**config.mk**
```make
export PLATFORM = sky130hd
export DESIGN_NAME = simple_bus_dma_copier
export DESIGN_NICKNAME = d
export VERILOG_FILES = /design/src/rtl/simple_bus_dma_copier_pkg.sv /design/src/rtl/simple_bus_dma_copier.sv
export SDC_FILE = /design/constraint.sdc
export NUM_CORES = 1
export LEC_CHECK = 0
export ABC_AREA = 1
export CORE_UTILIZATION = 43
export DETAILED_ROUTE_END_ITERATION = 10
export GPL_TIMING_DRIVEN = 0
export PLACE_DENSITY = 0.73
export SETUP_SLACK_MARGIN = 0.4
export SLEW_MARGIN = 20
export SYNTH_ARGS = -nofsm -noshare
export SYNTH_HDL_FRONTEND = slang
export SYNTH_SLANG_ARGS = --single-unit
```
**constraint.sdc**
```tcl
create_clock -name io_mainClk -period 2.2 [get_ports io_mainClk]
set_input_delay 0.22 -clock io_mainClk [delete_from_list [all_inputs] [get_ports io_mainClk]]
set_output_delay 0.22 -clock io_mainClk [all_outputs]
set_load 0.05 [all_outputs]
```
**src/rtl/simple_bus_dma_copier_pkg.sv**
```systemverilog
// Shared types and constants for the word-granular bus DMA copier.
package simple_bus_dma_copier_pkg;

  // Copier FSM states; the encoding order follows the life of one transfer.
  typedef enum logic [2:0] {
    ST_IDLE      = 3'd0,
    ST_READ_CMD  = 3'd1,
    ST_READ_RSP  = 3'd2,
    ST_WRITE_CMD = 3'd3,
    ST_DONE      = 3'd4
  } state_t;

  // Every command moves a whole 32-bit word.
  localparam logic [3:0]  MASK_FULL  = 4'hF;
  localparam logic [31:0] WORD_BYTES = 32'd4;

  // Clears the byte-offset bits so bus addresses are always word aligned.
  function automatic logic [31:0] word_align(input logic [31:0] addr);
    return addr & ~(WORD_BYTES - 32'd1);
  endfunction

endpackage

```
**src/rtl/simple_bus_dma_copier.sv**
```systemverilog
// Memory-to-memory copy engine on the simple cmd/rsp bus.
// One read, then one write, per word until the count runs out or an abort is
// pending.
//
// Bus handshake: a command transfers on a cycle where cmd_valid && cmd_ready
// (fire). Once cmd_valid is high, write/address/data stay constant and valid
// stays high until fire. A read response is accepted only in READ_RSP, on the
// cycle where rsp_valid is high, and only one read is outstanding at a time.
module simple_bus_dma_copier
  import simple_bus_dma_copier_pkg::*;
#(
  parameter int LEN_WIDTH = 16
) (
  input  logic                 io_mainClk,
  input  logic                 resetCtrl_systemReset,
  input  logic                 io_ctrl_start,
  input  logic                 io_ctrl_abort,
  input  logic [31:0]          io_ctrl_srcAddress,
  input  logic [31:0]          io_ctrl_dstAddress,
  input  logic [LEN_WIDTH-1:0] io_ctrl_wordCount,
  output logic                 io_ctrl_busy,
  output logic                 io_ctrl_done,
  output logic                 io_ctrl_aborted,
  output logic [LEN_WIDTH-1:0] io_ctrl_remaining,
  output logic                 io_bus_cmd_valid,
  input  logic                 io_bus_cmd_ready,
  output logic                 io_bus_cmd_payload_write,
  output logic [31:0]          io_bus_cmd_payload_address,
  output logic [31:0]          io_bus_cmd_payload_data,
  output logic [3:0]           io_bus_cmd_payload_mask,
  input  logic                 io_bus_rsp_valid,
  input  logic [31:0]          io_bus_rsp_payload_data
);

  localparam logic [LEN_WIDTH-1:0] LEN_ONE = {{(LEN_WIDTH-1){1'b0}}, 1'b1};

  state_t               state;
  state_t               state_next;
  logic [31:0]          src_q;
  logic [31:0]          dst_q;
  logic [31:0]          data_q;
  logic [LEN_WIDTH-1:0] remaining_q;
  logic                 abort_pend;
  logic                 cmd_fire;

  assign cmd_fire = io_bus_cmd_valid && io_bus_cmd_ready;

  // State register; reset always lands in IDLE with no completion pulse.
  always_ff @(posedge io_mainClk) begin
    if (resetCtrl_systemReset) begin
      state <= ST_IDLE;
    end else begin
      state <= state_next;
    end
  end

  // Next-state logic: a pending abort never cuts a presented command short.
  always_comb begin
    state_next = state;
    case (state)
      ST_IDLE: begin
        if (io_ctrl_start) begin
          state_next = (io_ctrl_wordCount == '0) ? ST_DONE : ST_READ_CMD;
        end
      end
      ST_READ_CMD: begin
        if (cmd_fire) state_next = ST_READ_RSP;
      end
      ST_READ_RSP: begin
        if (io_bus_rsp_valid) state_next = abort_pend ? ST_DONE : ST_WRITE_CMD;
      end
      ST_WRITE_CMD: begin
        if (cmd_fire) begin
          state_next = (remaining_q == LEN_ONE || abort_pend) ? ST_DONE : ST_READ_CMD;
        end
      end
      ST_DONE: state_next = ST_IDLE;
      default: state_next = ST_IDLE;
    endcase
  end

  // Address, count and data registers.
  always_ff @(posedge io_mainClk) begin
    if (resetCtrl_systemReset) begin
      src_q       <= '0;
      dst_q       <= '0;
      data_q      <= '0;
      remaining_q <= '0;
    end else begin
      case (state)
        ST_IDLE: begin
          if (io_ctrl_start) begin
            src_q       <= word_align(io_ctrl_srcAddress);
            dst_q       <= word_align(io_ctrl_dstAddress);
            remaining_q <= io_ctrl_wordCount;
          end
        end
        ST_READ_RSP: begin
          if (io_bus_rsp_valid) data_q <= io_bus_rsp_payload_data;
        end
        ST_WRITE_CMD: begin
          if (cmd_fire) begin
            src_q       <= src_q + WORD_BYTES;
            dst_q       <= dst_q + WORD_BYTES;
            remaining_q <= remaining_q - LEN_ONE;
          end
        end
        default: begin
        end
      endcase
    end
  end

  // Sticky abort request: armed while busy, consumed by the DONE cycle.
  always_ff @(posedge io_mainClk) begin
    if (resetCtrl_systemReset) begin
      abort_pend <= 1'b0;
    end else if (state == ST_DONE) begin
      abort_pend <= 1'b0;
    end else if (state != ST_IDLE && io_ctrl_abort) begin
      abort_pend <= 1'b1;
    end
  end

  // Bus and status outputs are pure decodes of registered state.
  always_comb begin
    io_bus_cmd_valid           = 1'b0;
    io_bus_cmd_payload_write   = 1'b0;
    io_bus_cmd_payload_address = '0;
    io_bus_cmd_payload_data    = '0;
    io_bus_cmd_payload_mask    = MASK_FULL;
    case (state)
      ST_READ_CMD: begin
        io_bus_cmd_valid           = 1'b1;
        io_bus_cmd_payload_address = src_q;
      end
      ST_WRITE_CMD: begin
        io_bus_cmd_valid           = 1'b1;
        io_bus_cmd_payload_write   = 1'b1;
        io_bus_cmd_payload_address = dst_q;
        io_bus_cmd_payload_data    = data_q;
      end
      default: begin
      end
    endcase
  end

  assign io_ctrl_busy      = (state != ST_IDLE);
  assign io_ctrl_done      = (state == ST_DONE);
  assign io_ctrl_aborted   = (state == ST_DONE) && abort_pend;
  assign io_ctrl_remaining = remaining_q;

endmodule
```
==> Word-level counts from Yosys, hierarchy flattened <==
Index checks and enable logic that the tools add are counted.
{ "totals": {"inputBits": 118, "wordCells": 52, "output_inout_bits": 89, "reg_bits": 116} }
{ "classes": {"mux": 21, "n_eq_ne": 9, "n_reduce_logical": 13, "addsub": 3} }
{ "op_table": {"columns": ["cell", "n"], "rows": [
  ["case mux 32 bit (2 select lines)", 3],
  ["two-way mux 32 bit", 5],
  ["adder 32 x 3 -> 32 bit, second input constant", 2],
  ["two-way mux 16 bit", 2],
  ["case mux 16 bit (2 select lines)", 1],
  ["two-way mux 3 bit", 7],
  ["equality test 16 x 1 -> 1 bit, second input constant", 1],
  ["logical NOT 16 bit", 1],
  ["subtractor 16 x 1 -> 16 bit, second input constant", 1],
  ["case mux 3 bit (4 select lines)", 1],
  ["inequality test 2 bit, second input constant", 4],
  ["equality test 3 x 2 -> 1 bit, second input constant", 2],
  ["AND reduction 4 bit", 1],
  ["OR reduction 2 bit", 2],
  ["equality test 3 x 1 -> 1 bit, second input constant", 1],
  ["equality test 3 bit, second input constant", 1],
  ["logical AND 1 bit", 3],
  ["logical NOT 3 bit", 1],
  ["AND reduction 3 bit", 1],
  ["nonzero test 3 bit", 1],
  ["two-way mux 1 bit", 2],
  ["AND reduction 2 bit", 1],
  ["nonzero test 2 bit", 1],
  ["logical OR 1 bit", 1]
]} }

==> Logic depth before layout (Yosys ltp) <==
Gate-level depths: netlist of the first run.
{ "logic_depth": {"ltp_word": 6, "mapped_depth": 11, "depth_no_buf": 11} }

==> Worst setup path before layout of the first run <==
OpenSTA, ideal clock, no wires.
{ "synth_path": {"path_kind": "register -> output", "from": "register state[0]", "to": "output io_bus_cmd_payload_address[17]", "path_stages_with_launch": 6, "path_slack_ns": -0.808, "t_required_ns": 1.980, "arrival_ns": 2.788, "n_path_buf": 1, "cell_sequence": "dfxtp_1 > inv_1 > nor2_1 > nand2_1 > clkbuf_1 > o21ai_0"} }
{ "synth_via": {"elab_chain_cells": 2, "elab_cells_between_ends": 3, "classes_between": "eq/ne: 2; mux: 1"} }
{ "synth_lines": {"columns": ["element", "line_no", "rtl"], "rows": [
  ["start, declared", "simple_bus_dma_copier.sv:37", "state_t state;"],
  ["start signal, assigned", "simple_bus_dma_copier.sv:53", "state <= state_next;"],
  ["equality test 3 x 2 -> 1 bit / equality test 3 x 1 -> 1 bit (equally long branches)", "simple_bus_dma_copier.sv:132", "case (state)"],
  ["case mux 32 bit (2 select lines) (*)", "simple_bus_dma_copier.sv:132", null],
  ["end, declared", "simple_bus_dma_copier.sv:28", "output logic [31:0] io_bus_cmd_payload_address,"]
]} }
Every way passes the cells marked *; elsewhere a longest branch is shown, timed or not.

==> Worst setup path in the final report of the first run <==
{ "layout_path": {"from": "register state[2]", "to": "output io_bus_cmd_payload_address[21]"} }
Same word-level chain as after synthesis.

==> results of run 1 <==
-- through the flow --
stage | util | instances | setup WS [ps]
2_1_floorplan | - | 1275 | 63.38
3_3_place_gp | 0.6003 | 1691 | -723.2
3_5_place_dp | 0.6003 | 1691 | -739.0
4_1_cts | 0.6606 | 1733 | 236.7
5_1_grt | 0.6996 | 1754 | 188.1
6_report | 0.6996 | 1754 | 195.1
-- layout by cell type (no fill, tap or decap), types with 3 or more instances in the layout --
| master | n |
|---|---|
| a21oi_1 | 92 |
| a21oi_2 | 11 |
| a31oi_1 | 9 |
| buf_12 | 13 |
| buf_2 | 3 |
| buf_4 | 46 |
| buf_6 | 69 |
| buf_8 | 13 |
| clkbuf_1 | 19 |
| clkbuf_16 | 14 |
| clkbuf_4 | 5 |
| clkdlybuf4s50_1 | 113 |
| clkinv_8 | 3 |
| conb_1 | 6 |
| dfxtp_1 | 102 |
| dfxtp_2 | 8 |
| dlygate4sd2_1 | 15 |
| inv_1 | 126 |
| inv_2 | 3 |
| inv_8 | 5 |
| nand2_1 | 299 |
| nand2_2 | 12 |
| nand2_4 | 6 |
| nand3_1 | 75 |
| nand3_2 | 3 |
| nand3b_1 | 4 |
| nand4_1 | 18 |
| nor2_1 | 193 |
| nor2_2 | 44 |
| nor2_4 | 13 |
| nor3_1 | 5 |
| o21ai_0 | 69 |
| o21ai_1 | 41 |
| o21ai_2 | 5 |
| o21ai_4 | 10 |
| o22ai_1 | 4 |
| o22ai_4 | 15 |
| or2_2 | 3 |
| xor2_1 | 4 |
-- worst max-delay path by stage --
| stage | endpoint | slack (ps) | startpoint |
|---|---|---|---|
| after detailed placement | io_bus_cmd_payload_address[30] | -740 | state[2] |
| after global placement | io_bus_cmd_payload_address[25] | -720 | state[2] |
| after floorplan | io_bus_cmd_payload_address[21] | 60 | state[2] |
| final | io_bus_cmd_payload_address[21] | 200 | state[2] |
| after global routing | dst_q[20] | 190 | state[2] |
| after CTS | io_bus_cmd_payload_address[22] | 240 | state[2] |
-- worst max-delay path: cells and delay by family, from the launching register on --
kind                   cells  cell delay [ps]
DFF                        1              380
and+or+nand+nor            1              130
AOI/OAI and AO/OA          1              200
buffers and inverters      5              700
-- cell type report --
class / instances / area (µm²) / share of cell area
Tap cell: 220 / 275.3 / 0.02364
Inverter: 134 / 524.3 / 0.04503
Clock buffer: 9 / 225.2 / 0.01934
Sequential cell: 112 / 2260 / 0.1941
Clock inverter: 7 / 91.34 / 0.007845
Timing Repair Buffer: 242 / 2521 / 0.2166
Multi-Input combinational cell: 962 / 5022 / 0.4314
Buffer: 68 / 723.2 / 0.06212
-- metal layers --
layer	GRT usage	vias to the layer above	part of all wire
li1	-	4608	-
met5	0	-	0
met2	0.5249	662	0.42
met4	0.1558	0	0.046
met3	0.08966	119	0.12
met1	0.4908	4461	0.42
-- power groups by stage --
stage          combinational (µW)  clock (µW)  sequential, µW
6_report                     9050        1790            3730
5_1_grt                      9540        1860            3830
4_1_cts                      7690        1800            3640
3_5_place_dp                 7020           0            3650
3_3_place_gp                 6960           0            3640
2_1_floorplan                4530           0            3810
-- cell families after synthesis --
logic type,share of synthesized area
AO/OA/AOI/OAI,0.1893
AND/OR/NAND/NOR,0.3763
other,0.001024
buffers and inverters,0.1148
flip-flops,0.3058
XOR/XNOR,0.005972
adder cells (fa/ha/maj),0.006826
-- sequential cells by signal, summed over array words and instances (netlist names) --
| register | flops |
|---|---|
| data_q | 32 |
| dst_q | 30 |
| io_ctrl_remaining | 16 |
| src_q | 30 |
| abort_pend | 1 |
| state | 3 |
-- repair_timing --
action | in CTS | in global routing
cloned | 5 | 3
gates resized for setup | 566 | 135
setup endpoints to repair | 136 | 157
pin swaps | 9 | 12
setup buffers | 21 | 18
==> impl_table.tex, run 1 <==
\begin{tabular}{lr}
\hline
Metric & Value \\
\hline
\multicolumn{2}{l}{\textbf{Yosys}} \\
\quad Fraction of synthesis flops using an asynchronous set or reset pin & 0 \\
\quad Warning count from the yosys run & 0 \\
\quad Dominant synthesized flop cell & dfxtp\_1 \\
\quad Most frequent cells after synthesis & nand2\_1, nor2\_1, inv\_1, dfxtp\_1, a21oi\_1 \\
\quad Count of different cell masters after synthesis & 35 \\
\quad Dominant cell type by area after synthesis & dfxtp\_1 \\
\quad Post-synthesis instance area & 7332 µm² \\
\quad Flop and latch count out of synthesis & 112 \\
\quad Sequential area share after synthesis & 0.3058 \\
\quad Most used standard cell by instance count after synthesis & nand2\_1 \\
\quad Yosys top cell area share & 0.3058 \\
\quad Post-synthesis cell count & 1,271 \\
\quad Leading cell types by total area after synthesis & dfxtp\_1, nand2\_1, nor2\_1, a21oi\_1, inv\_1 \\
\quad Number of enable flip-flop cells after synthesis & 0 \\
\quad Avg Synthesized Cell Area & 5.769 µm² \\
\multicolumn{2}{l}{\textbf{Die}} \\
\quad Die area & 17,580 µm² \\
\quad Die width & 132.6 µm \\
\quad Core box area & 16,640 µm² \\
\quad Number of rows in the core area & 47 \\
\quad Initial Util & 0.4406 \\
\quad I/O pin total & 207 \\
\quad Die height & 132.6 µm \\
\multicolumn{2}{l}{\textbf{Critical path}} \\
\quad Register-to-Register Path Depth & 10 \\
\quad Stage delay of the slowest cell on the critical path & 380 ps \\
\quad Critical-path cell list & inv\_4 > nand3\_4 > buf\_6 > buf\_12 > buf\_12 > o21ai\_2 > buf\_6 \\
\quad Critical setup path kind & register to output pin \\
\quad Data required time of the worst path & 1980 ps \\
\quad Critical path endpoint category & output pin \\
\quad Worst setup slack for register-to-register paths & 280 ps \\
\quad Reg-to-reg endpoint & dst\_q[20] \\
\quad Slowest cell on the critical path & dfxtp\_4 \\
\quad Reg2Reg Launch Point & state[2] \\
\quad Worst Setup Start Kind & register \\
\quad Crit path arrival time & 1780 ps \\
\quad Worst-path maximum fanout & 5 \\
\multicolumn{2}{l}{\textbf{Finish}} \\
\quad Nets & 1,651 \\
\quad Fill cell instance count of the final layout & 1,419 \\
\quad Layout cell share with drive strength beyond 1 & 0.2138 \\
\quad Antenna cells & 0 \\
\quad Area growth from synthesis to final layout & 58.79\% \\
\quad Post-route cell area & 11,640 µm² \\
\multicolumn{2}{l}{\textbf{Power and ir drop}} \\
\quad Leakage Power & 0.004596 µW \\
\quad Switching fraction of total power & 0.5184 \\
\quad Sw Pwr & 7554 µW \\
\quad Part of the power in combinational logic & 0.621 \\
\quad Pwr Total & 14,570 µW \\
\quad Internal power summed over all cells & 7019 µW \\
\quad Maximum ir drop on the vdd rail & 0.8104 mV \\
\quad Part of the power in the clock network & 0.123 \\
\quad Relative contribution of sequential cells to total power & 0.256 \\
\quad Pwr/cell area & 1252 nW/µm² \\
\multicolumn{2}{l}{\textbf{Placed design}} \\
\quad Placed cell areas & 9990 µm² \\
\quad Port bufs & 196 \\
\quad Final weighted congestion in routability-driven placement & 0.9718 \\
\quad DPL Wire Length & 23,110 µm \\
\multicolumn{2}{l}{\textbf{CTS}} \\
\quad Number of sinks on the clock net & 112 \\
\quad Hold buffer count at CTS & 0 \\
\quad Clock-pin slew on the worst setup and hold paths & 90 ps \\
\quad Clock root buffer master & clkbuf\_16 \\
\quad Maximum root-to-sink buffer count & 2 \\
\quad Clk Latency, worst-skew pair & 370 ps \\
\quad Depth of the CTS H-tree & 3 \\
\quad Clock tree from TritonCTS & yes \\
\quad CTS buffer count & 9 \\
\multicolumn{2}{l}{\textbf{Drt}} \\
\quad Average via count per standard cell & 5.616 \\
\quad Drt pass-1 iters & 5 \\
\quad Per-cell routed wire length & 18.73 µm \\
\quad Vias after detailed routing & 9,850 \\
\quad Post-route DRC & 0 \\
\quad Total routed wirelength & 32,860 µm \\
\quad Iteration-0 DRC Markers & 1,164 \\
\quad Residual antenna-violating net count after detailed routing & 0 \\
\multicolumn{2}{l}{\textbf{STA}} \\
\quad Maximum clock rate & 0.4988 GHz \\
\quad Fin. max-slew vios & 0 \\
\quad Final number of setup-violating endpoints & 0 \\
\quad Hold Violations, Final & 0 \\
\quad Worst-case hold slack & 429.4 ps \\
\quad Unrepaired setup endpoints after global routing & true \\
\quad Transition at the pin with the smallest max-transition slack & 751.1 ps \\
\quad Slew margin rel. & 0.4992 \\
\quad Crit share post-route & 0.9113 \\
\quad Worst clock skew & 9.778 ps \\
\quad Sum Neg Setup Slack & 0 ps \\
\quad Minimum clock period & 2005 ps \\
\multicolumn{2}{l}{\textbf{Hold path}} \\
\quad Hold path endpoint & dst\_q[3] \\
\quad Cell depth of the worst min-delay path & 3 \\
\quad Min-delay worst type & primary input to register \\
\quad Hold path startpoint & io\_ctrl\_dstAddress[3] \\
\multicolumn{2}{l}{\textbf{GRT}} \\
\quad Initial antenna violation count & 0 \\
\quad Pin count of the biggest net entering global routing & 24 \\
\quad First-pass GRT wire length & 47,930 µm \\
\quad Number of global-route vias before repair & 8,444 \\
\quad Total Routing Usage GR & 0.3568 \\
\quad Total global routing overflow & 0 \\
\multicolumn{2}{l}{\textbf{Run status}} \\
\quad Status & complete, no violations \\
\multicolumn{2}{l}{\textbf{Flow run}} \\
\quad Number of max-capacitance violations reported & 0 \\
\hline
\end{tabular}
Note: power is estimated with default switching activity, not from simulation.
==> inputs of run 2 (changes only) <==
--- a/config.mk
+++ b/config.mk
@@ -6,12 +6,11 @@
 export NUM_CORES = 1
 export LEC_CHECK = 0
 export ABC_AREA = 1
-export CORE_UTILIZATION = 43
+export CORE_UTILIZATION = 44
 export DETAILED_ROUTE_END_ITERATION = 10
 export GPL_TIMING_DRIVEN = 0
-export PLACE_DENSITY = 0.73
+export PLACE_DENSITY = 0.77
 export SETUP_SLACK_MARGIN = 0.4
-export SLEW_MARGIN = 20
 export SYNTH_ARGS = -nofsm -noshare
 export SYNTH_HDL_FRONTEND = slang
 export SYNTH_SLANG_ARGS = --single-unit
==> constraint.sdc (replaced) <==
create_clock -name io_mainClk -period 1.81 [get_ports io_mainClk]
set_input_delay 0.181 -clock io_mainClk [delete_from_list [all_inputs] [get_ports io_mainClk]]
set_output_delay 0.181 -clock io_mainClk [all_outputs]
set_load 0.05 [all_outputs]
==> run 2 against run 1 <==
Compared with the run above: the flow now finishes with violations (negative setup slack); hold slack lost 41 ps; clock-buffer cell count grew 2; clock skew is essentially flat; utilization grew 11 points; via count grew 5.4%; routed wire length grew 12%; die area shrank 2.2%; combinational power grew 65%; sequential share of layout area shrank 2.0 points; first-iteration DRC count grew 16%.
==> impl_table.tex, run 2 (synthesized netlist as in run 1, its figures left out) <==
\begin{tabular}{lr}
\hline
Metric & Value \\
\hline
\multicolumn{2}{l}{\textbf{CTS}} \\
\quad Depth of the CTS H-tree & 3 (unchanged) \\
\quad Clock tree from TritonCTS & yes (unchanged) \\
\quad CTS buffer count & 9 (unchanged) \\
\quad Maximum root-to-sink buffer count & 2 (unchanged) \\
\quad Number of sinks on the clock net & 112 (unchanged) \\
\quad Clk Latency, worst-skew pair & 370 ps (about the same) \\
\quad Hold buffer count at CTS & 0 (unchanged) \\
\quad Clock root buffer master & clkbuf\_16 (unchanged) \\
\quad Clock-pin slew on the worst setup and hold paths & 90 ps (about the same) \\
\multicolumn{2}{l}{\textbf{Die}} \\
\quad Core box area & 16,060 µm² (was 16,640 µm²) \\
\quad I/O pin total & 207 (unchanged) \\
\quad Die width & 131.1 µm (was 132.6 µm) \\
\quad Initial Util & 0.4566 (was 0.4406) \\
\quad Number of rows in the core area & 46 (was 47) \\
\quad Die area & 17,180 µm² (was 17,580 µm²) \\
\quad Die height & 131.1 µm (was 132.6 µm) \\
\multicolumn{2}{l}{\textbf{STA}} \\
\quad Transition at the pin with the smallest max-transition slack & 980.0 ps (was 751.1 ps) \\
\quad Worst-case hold slack & 388.5 ps (was 429.4 ps) \\
\quad Sum Neg Setup Slack & -10,520 ps (was 0 ps) \\
\quad Worst setup slack after layout & -178.2 ps (was 195.1 ps) \\
\quad Minimum clock period & 1988 ps \\
\quad Final number of setup-violating endpoints & 122 (was 0) \\
\quad Crit share post-route & 1.098 \\
\quad Unrepaired setup endpoints after global routing & true (unchanged) \\
\quad Worst clock skew & 9.321 ps (was 9.778 ps) \\
\quad Slew margin rel. & 0.3467 (was 0.4992) \\
\quad Fin. max-slew vios & 0 (unchanged) \\
\quad Hold Violations, Final & 0 (unchanged) \\
\quad Maximum clock rate & 0.5030 GHz \\
\multicolumn{2}{l}{\textbf{Placed design}} \\
\quad Final weighted congestion in routability-driven placement & 0.9624 (was 0.9718) \\
\quad Port bufs & 196 (unchanged) \\
\quad DPL Wire Length & 23,390 µm (was 23,110 µm) \\
\multicolumn{2}{l}{\textbf{Drt}} \\
\quad Iteration-0 DRC Markers & 1,356 (was 1,164) \\
\quad Drt pass-1 iters & 6 (was 5) \\
\quad Average via count per standard cell & 5.877 (was 5.616) \\
\quad Vias after detailed routing & 10,380 (was 9,850) \\
\quad Per-cell routed wire length & 20.82 µm (was 18.73 µm) \\
\quad Post-route DRC & 0 (unchanged) \\
\quad Residual antenna-violating net count after detailed routing & 0 (unchanged) \\
\quad Total routed wirelength & 36,760 µm (was 32,860 µm) \\
\multicolumn{2}{l}{\textbf{Flow run}} \\
\quad Number of max-capacitance violations reported & 0 (unchanged) \\
\multicolumn{2}{l}{\textbf{Critical path}} \\
\quad Slowest cell on the critical path & dfxtp\_2 (was dfxtp\_4) \\
\quad Critical-path cell list & buf\_6 > nand3\_4 > buf\_8 > buf\_12 > buf\_16 > o22ai\_4 > buf\_6 (was inv\_4 > nand3\_4 > buf\_6 > buf\_12 > buf\_12 > o21ai\_2 > buf\_6) \\
\quad Critical path endpoint category & output pin (unchanged) \\
\quad Critical setup path kind & register to output pin (unchanged) \\
\quad Largest delay share family, worst path & buffers and inverters (unchanged) \\
\quad Worst-path maximum fanout & 5 (unchanged) \\
\quad Data required time of the worst path & 1630 ps (was 1980 ps) \\
\quad Buffering stage count on the worst path with inverters included & 5 (unchanged) \\
\quad Most Frequent Cell on Critical Path & buf\_6 \\
\quad Stage delay of the slowest cell on the critical path & 340 ps (was 380 ps) \\
\quad Worst Setup Start Kind & register (unchanged) \\
\quad Crit path arrival time & 1810 ps (was 1780 ps) \\
\multicolumn{2}{l}{\textbf{GRT}} \\
\quad First-pass GRT wire length & 47,810 µm (was 47,930 µm) \\
\quad Total global routing overflow & 0 (unchanged) \\
\quad Number of global-route vias before repair & 8,650 (was 8,444) \\
\quad Pin count of the biggest net entering global routing & 19 (was 24) \\
\quad Total Routing Usage GR & 0.3749 (was 0.3568) \\
\quad Initial antenna violation count & 0 (unchanged) \\
\multicolumn{2}{l}{\textbf{Finish}} \\
\quad Largest register FFs & 32 (unchanged) \\
\quad Antenna cells & 0 (unchanged) \\
\quad Nets & 1,667 (was 1,651) \\
\quad Most frequent cells in the layout & nand2\_1, nor2\_1, inv\_1 (unchanged) \\
\quad Layout cell share with drive strength beyond 1 & 0.3123 (was 0.2138) \\
\quad Registers with the most flip-flops & data\_q: 32 flops, dst\_q: 30 flops, src\_q: 30 flops (unchanged) \\
\quad Register bank with the most flops & data\_q (unchanged) \\
\quad Most frequent standard cell in the layout excluding fill and tap cells & nand2\_1 (unchanged) \\
\quad Area growth from synthesis to final layout & 78.34\% (was 58.79\%) \\
\multicolumn{2}{l}{\textbf{Power and ir drop}} \\
\quad Leakage Power & 0.004914 µW (was 0.004596 µW) \\
\quad Pwr/cell area & 1662 nW/µm² (was 1252 nW/µm²) \\
\quad Maximum ir drop on the vdd rail & 0.9590 mV (was 0.8104 mV) \\
\multicolumn{2}{l}{\textbf{Hold path}} \\
\quad Min-delay worst type & primary input to register (unchanged) \\
\multicolumn{2}{l}{\textbf{Run status}} \\
\quad Status & complete, but fails checks (was complete, no violations) \\
\quad Violated checks & negative setup slack \\
\hline
\end{tabular}
[run 2: final timing paths]
path,startpoint,to,slack [ps],depth (start not counted)
worst max-delay path,state[1],io_bus_cmd_payload_address[12],-180,7
worst min-delay path,io_ctrl_dstAddress[4],dst_q[4],390,3
worst max register to register,state[1],dst_q[13],-160,12
worst min register to register,io_ctrl_remaining[15],io_ctrl_remaining[15],500,2
[run 2: through the flow]
step / util / instance area [µm²] / total power, µW / worst slack, ps / instances
floorplan: - / 8426 / 11240 / 99.94 / 1275
global placement: 0.6637 / 10660 / 14000 / -500.4 / 1687
detailed placement: 0.6637 / 10660 / 14130 / -504.4 / 1687
CTS: 0.7384 / 11860 / 17690 / -121.5 / 1740
global route: 0.8143 / 13080 / 22390 / -193.5 / 1766
finish: 0.8143 / 13080 / 21730 / -178.2 / 1766
[run 2: per-layer routing]
metal  global-route usage  vias to the layer above  part of all wire
li1                     -                     4640                 -
met1               0.4866                     4760              0.38
met2               0.6004                      788              0.44
met3              0.06575                      190              0.12
met4               0.1846                        0             0.064
met5                    0                        -                 0
[run 2: worst register-to-register path: stages, from the launching register on]
cell and delay [ps]:
dfxtp_2 330, buf_6 120, buf_12 120, clkinvlp_4 150, buf_6 140, nand2_8 70
inv_6 90, nand2_8 70, nand2_8 150, buf_12 180, buf_16 150, nor2_4 30
a31oi_1 280
[run 2: layout make-up]
| class | instances | area [µm²] |
|---|---|---|
| buffer | 68 | 812.0 |
| clock buffer | 11 | 232.7 |
| tap | 216 | 270.3 |
| timing repair buffer | 255 | 3022 |
| inverter | 134 | 543.0 |
| sequential | 112 | 2282 |
| fill | 1065 | 2982 |
| multi-input combinational | 963 | 5823 |
| timing repair inverter | 2 | 27.53 |
| clock inverter | 5 | 63.81 |
[run 2: timing repair]
item,CTS,global route
setup endpoints to repair,194,183
pin swaps,11,87
buffers inserted,28,14
gates resized for setup,625,236
gates cloned,9,12
[run 2: where the power goes]
group,switching (µW),total (µW),internal (µW)
Clock,1090,2190,1100
Combinational,8690,14900,6180
Sequential,1230,4680,3450
